[src/rtl/dequantizer_stream.sv]
// Streaming per-channel dequantizer: Q7.8 activations minus a zero point, scaled by a
// per-channel inverse scale, rounded half toward +inf and saturated, over a three-stage pipeline.
module dequantizer_stream #(
    parameter int DATA_W     = 16,
    parameter int FRAC_W     = 8,
    parameter int SCALE_W    = 24,
    parameter int INV_FRAC_W = 16,
    parameter int OUT_W      = 24,
    parameter int OUT_FRAC_W = 16,
    parameter int NUM_CH     = 32,
    parameter int CH_W       = 5
) (
    input  logic               clk,
    input  logic               rst_n,
    input  logic               in_valid,
    output logic               in_ready,
    input  logic [DATA_W-1:0]  in_data,
    input  logic               in_last,
    input  logic [DATA_W-1:0]  zero_point,
    output logic               out_valid,
    input  logic               out_ready,
    output logic [OUT_W-1:0]   out_data,
    output logic               out_last,
    input  logic               cfg_we,
    input  logic [CH_W-1:0]    cfg_addr,
    input  logic [SCALE_W-1:0] cfg_scale,
    input  logic               sat_clr,
    output logic [15:0]        sat_count
);

    localparam int C_W = DATA_W + 1;
    localparam int P_W = C_W + SCALE_W;
    localparam int R_W = P_W + 1;
    localparam int SH  = FRAC_W + INV_FRAC_W - OUT_FRAC_W;

    localparam logic signed [R_W-1:0] RND     = (SH > 0) ? (R_W'(1) << (SH - 1)) : '0;
    localparam logic signed [R_W-1:0] OUT_MAX = R_W'((longint'(1) << (OUT_W - 1)) - 1);
    localparam logic signed [R_W-1:0] OUT_MIN = R_W'(-(longint'(1) << (OUT_W - 1)));
    localparam logic [SCALE_W-1:0]    SCALE_ONE = SCALE_W'(longint'(1) << INV_FRAC_W);

    // Handshake: a beat moves on in_valid && in_ready, an output on out_valid && out_ready.
    // The only stall source is a held output; it freezes every stage, so outputs stay stable.
    logic stall;
    logic accept;
    assign stall    = out_valid && !out_ready;
    assign in_ready = !stall;
    assign accept   = in_valid && in_ready;

    logic [SCALE_W-1:0] scale_tab [NUM_CH];
    logic [CH_W-1:0]    ch;

    logic                      s1_valid;
    logic                      s1_last;
    logic signed [C_W-1:0]     s1_c;
    logic signed [SCALE_W-1:0] s1_s;
    logic                      s2_valid;
    logic                      s2_last;
    logic signed [P_W-1:0]     s2_p;

    logic signed [R_W-1:0] r_full;
    logic                  sat_hi;
    logic                  sat_lo;
    logic [OUT_W-1:0]      r_clamp;
    logic                  enter_sat;

    always_comb begin
        r_full  = (R_W'(s2_p) + RND) >>> SH;
        sat_hi  = r_full > OUT_MAX;
        sat_lo  = r_full < OUT_MIN;
        r_clamp = r_full[OUT_W-1:0];
        if (sat_hi) begin
            r_clamp = OUT_MAX[OUT_W-1:0];
        end else if (sat_lo) begin
            r_clamp = OUT_MIN[OUT_W-1:0];
        end
    end

    assign enter_sat = !stall && s2_valid && (sat_hi || sat_lo);

    // The S1 lookup samples the table before this edge's write lands, so a same-cycle write is not seen.
    always_ff @(posedge clk or negedge rst_n) begin
        if (!rst_n) begin
            for (int i = 0; i < NUM_CH; i++) begin
                scale_tab[i] <= SCALE_ONE;
            end
        end else if (cfg_we) begin
            scale_tab[cfg_addr] <= cfg_scale;
        end
    end

    always_ff @(posedge clk or negedge rst_n) begin
        if (!rst_n) begin
            ch <= '0;
        end else if (accept) begin
            if (in_last || ch == CH_W'(NUM_CH - 1)) begin
                ch <= '0;
            end else begin
                ch <= ch + 1'b1;
            end
        end
    end

    always_ff @(posedge clk or negedge rst_n) begin
        if (!rst_n) begin
            s1_valid  <= 1'b0;
            s1_last   <= 1'b0;
            s1_c      <= '0;
            s1_s      <= '0;
            s2_valid  <= 1'b0;
            s2_last   <= 1'b0;
            s2_p      <= '0;
            out_valid <= 1'b0;
            out_last  <= 1'b0;
            out_data  <= '0;
        end else if (!stall) begin
            s1_valid  <= in_valid;
            s1_last   <= in_last;
            s1_c      <= C_W'($signed(in_data)) - C_W'($signed(zero_point));
            s1_s      <= scale_tab[ch];
            s2_valid  <= s1_valid;
            s2_last   <= s1_last;
            s2_p      <= P_W'(s1_c) * P_W'(s1_s);
            out_valid <= s2_valid;
            out_last  <= s2_last;
            out_data  <= r_clamp;
        end
    end

    always_ff @(posedge clk or negedge rst_n) begin
        if (!rst_n) begin
            sat_count <= '0;
        end else if (sat_clr) begin
            sat_count <= enter_sat ? 16'd1 : 16'd0;
        end else if (enter_sat && sat_count != 16'hFFFF) begin
            sat_count <= sat_count + 16'd1;
        end
    end

endmodule
[config.mk]
export PLATFORM = sky130hd
export DESIGN_NAME = dequantizer_stream
export DESIGN_NICKNAME = d
export VERILOG_FILES = /design/src/rtl/dequantizer_stream.sv
export SDC_FILE = /design/constraint.sdc
export NUM_CORES = 2
export LEC_CHECK = 0
export BUFFER_PORTS_ARGS = -buffer_cell sky130_fd_sc_hd__buf_2
export CAP_MARGIN = 10
export CORE_UTILIZATION = 40
export DETAILED_ROUTE_END_ITERATION = 16
export PLACE_DENSITY_LB_ADDON = 0.25
export REMOVE_ABC_BUFFERS = 1
export SETUP_SLACK_MARGIN = 0.05
export SLEW_MARGIN = 20
export SYNTH_ARGS = -nofsm -noshare
export SYNTH_HDL_FRONTEND = slang
export SYNTH_SLANG_ARGS = --single-unit
[constraint.sdc]
create_clock -name clk -period 6.9 [get_ports clk]
set_input_delay 0.69 -clock clk [delete_from_list [all_inputs] [get_ports clk]]
set_output_delay 0.69 -clock clk [all_outputs]
set_load 0.05 [all_outputs]
==> summary.md <==
| Metric | Value |
|---|---|
| Routed WL | `about 130,000 microns` |
| Initial Utilization | `40.5%` |
| Vias in the first global route | `~35,000` |
| Hold Vio Cnt, Final | `0` |
| Io pins | `approximately 110` |
| Hold_ws | `between 20 and 30 ps` |
| NumNets Final | `4,923` |
| Unrepaired setup endpoints after global routing | `false` |
| Max Slew Vio Count | `0` |
| First-pass GRT wire length | `roughly 210,000 microns` |
| 1st-iter DRT viols | `1,966` |
| WL/cell | `about 22 microns` |
| Final period util | `between 90% and 100%` |
| Met3 wire length | `5500 microns` |
| DR vias/cell | `between 5 and 6` |
| Area of the multi-input gates | `about 30,000 sq um` |
| Ys async rst share | `100%` |
| Initial antenna violation count | `7` |
| Die W | `about 370 microns` |
| CP endpoint kind | `flip-flop` |
| Worst Tran Pin Value | `~1200 ps` |
| HPWL after DPL | `roughly 86,000 microns` |
| Met2 wire length | `between 60,000 and 70,000 microns` |
| Share of post-route cells with drive strength above 1 | `between 30% and 40%` |
| Clock tree buffer depth | `3` |
| H-Tree Depth | `3` |
| Count of cell types in the netlist | `between 70 and 80` |
| Die area | `140,000 sq um` |
| CP max FO | `11` |
| Critical path depth | `21` |
| Final critical-path required period | `6510 ps` |
| Clock latency on the worst-skew pair | `just over 700 ps` |
| Largest net degree at the start of global routing | `~180` |
| Global Route Usage Sum | `19.7%` |
| Worst EP arrival | `7090 ps` |
| YS warnings | `0` |
| Reg2Reg Setup Slack | `390 ps` |
| DRC | `0` |
| Cell mode on critical path | `fa_1` |
| Post-layout util | `between 40% and 50%` |
| Sequential share of the synthesized area | `roughly two fifths` |
| Number of synthesized flops with an enable pin | `0` |
| CP startpoint | `s1_c[5]` |
| Clock root buffer master | `clkbuf_16` |
| CP Class | `reg -> reg` |
| Die height | `374 microns` |
| Fmax | `roughly 150 MHz` |
| Worst Setup EP | `s2_p[40]` |
| FF-to-FF Start | `s1_c[5]` |
| Crit path largest cell delay | `540 ps` |
| # fillers | `around 12,000` |
| Final number of setup-violating endpoints | `0` |
| Via count | `approximately 33,000` |
| PortBufs | `110` |
| Status | `completed` |
| CP cell instances | `and2_1, fa_1, inv_1, fa_1, inv_1, fa_1, fa_1, fa_1, inv_1, fa_1, inv_1, ha_1, nand4_1, or4_1, a31o_2, nand4_1, nand3_2, a21oi_4, o211ai_1, o2111a_1, a211oi_1` |
| P&R area growth vs syn | `10.9%` |
| WP data required | `around 7500 ps` |
| TritonCTS clock tree | `yes` |
| Post-route insts no fill | `6,193` |
| Cell count after synthesis | `between 4,000 and 5,000` |
| Setup TNS | `0 ps` |
| Dominant synthesized flop cell | `dfrtp_1` |
| Worst path slowest cell | `fa_1` |
| Core area | `about 140,000 sq um` |
| Met1 WL | `61,800 microns` |
| Gpl congestion | `about 0.85` |
| Crit path launch type | `flip-flop` |
| Worst-path clk slew | `about 60 ps` |
| FF+latch area | `between 20,000 and 25,000 sq um` |
| DRT antenna net count | `0` |
| Layout Skew | `about 50 ps` |
| Reg2Reg Capture Point | `s2_p[40]` |
| Min-Delay Path Class | `in -> async` |
| Overflow after GRT | `0` |
| Seq cells post-synth | `894` |
| Post-Syn Area | `approximately 55,000 sq um` |
| CP bufs+invs | `4` |
| Syn_area_per_cell | `12.7 sq um` |
| Max Cap Violations | `0` |
| First-pass DRT Iterations | `5` |
| Top delay family on crit path | `adder cells` |
| Reg2Reg Depth | `21` |
| DR top layer | `met5` |
| Slew headroom | `between 20% and 30%` |
| Placed Cells | `around 6,000` |
| Num rows | `135` |
| Clk sinks | `between 800 and 900` |
| Num CTS Buffers | `94` |
## worst min path at each step
stage,start,to
3_5_place_dp,s2_last,s2_last
4_1_cts,rst_n,sat_count[8]
3_3_place_gp,s2_last,s2_last
5_1_grt,rst_n,sat_count[8]
6_report,rst_n,sat_count[8]
2_1_floorplan,rst_n,ch[0]
## per-layer routing
layer | up-vias | global-route usage [%]
li1 | 14700 | -
met1 | 17500 | 27.6
met2 | 592 | 31.3
met3 | 195 | 3.08
met4 | 6 | 6.30
met5 | - | 0
## synth_stat cells, types with 11 or more instances
cell type  number  area, sq um
dfrtp_1       862        21600
mux2_2        770         8670
inv_1         481         1810
fa_1          401         8030
nand2_1       347         1300
clkbuf_1      276         1040
mux4_2        240         5410
and2_1        177         1110
ha_1          115         1440
nor2_1         97          364
o21ai_0        68          340
a21oi_1        50          250
xnor2_1        35          307
nand3_1        33          165
dfstp_2        32          841
mux2i_1        28          280
xor2_1         25          219
o21a_1         23          173
o31ai_1        23          173
and3_1         20          125
buf_1          19         71.3
o211ai_1       18          135
nand2b_1       17          106
nor3_1         16         80.1
nand4_1        15         93.8
nor2b_1        14         87.6
a31oi_1        12         75.1
nor3b_1        11         82.6
## registers in the layout (all words and copies together) (netlist names)
register / cells
ch: 5
out_data: 24
out_last: 1
out_valid: 1
s1_c: 17
s1_last: 1
s1_s: 24
s1_valid: 1
s2_last: 1
s2_p: 34
s2_valid: 1
sat_count: 16
scale_tab: 768
## cells in the final DEF, fill, tap and decap left out, drive strengths merged, types with 20 or more instances in the layout
| cell | Yosys | layout |
|---|---|---|
| dfrtp | 862 | 862 |
| mux2 | 775 | 775 |
| inv | 482 | 485 |
| fa | 401 | 401 |
| nand2 | 347 | 347 |
| mux4 | 240 | 240 |
| buf | 25 | 210 |
| and2 | 177 | 177 |
| clkbuf | 276 | 133 |
| ha | 115 | 115 |
| nor2 | 97 | 97 |
| o21ai | 68 | 68 |
| a21oi | 50 | 50 |
| xnor2 | 35 | 35 |
| nand3 | 33 | 33 |
| dfstp | 32 | 32 |
| mux2i | 28 | 28 |
| xor2 | 25 | 25 |
| o31ai | 24 | 24 |
| o21a | 23 | 23 |
| and3 | 20 | 20 |
## worst reg2reg max path: cells and delay by family (launching register included)
family / cells / cell delay [ps]
DFF: 1 / 490
buffers and inverters: 4 / 210
and+or+nand+nor: 5 / 1210
adders and majority gates: 7 / 3380
AOI/OAI and AO/OA: 5 / 1120
## per-stage QoR
stage / cell area [sq um] / setup WS (ps)
2_1_floorplan: 54100 / -2120
3_3_place_gp: 57900 / 157
3_5_place_dp: 57900 / 77.4
4_1_cts: 61100 / 120
5_1_grt: 61300 / 50.4
6_report: 61300 / 393
## timing repair
item	in CTS	in global routing
setup buffers	0	4
pin swaps	0	2
hold buffers	0	0
endpoints found under the setup margin	1	12
gates resized for setup	1	28
## kinds of logic after synthesis
family | share of synthesized area (%)
buf+inv | 5.34
compound gates | 2.91
simple gates | 6.99
fa+ha+maj | 17.1
flops | 40.6
xor+xnor | 0.951
mux | 26.1
## area by class of cell
class                   count  area share (%)
diodes                      1         0.00409
clock inverters            35           0.933
multi-input cells        2657            49.1
well taps                1781            3.64
inverters                 482            2.96
clock buffers             133            4.39
flip-flops and latches    894            36.7
repair buffers            210            2.32
Power is not shown: default switching activity piles up to over one toggle a cycle in this logic, so the estimate is an artifact.
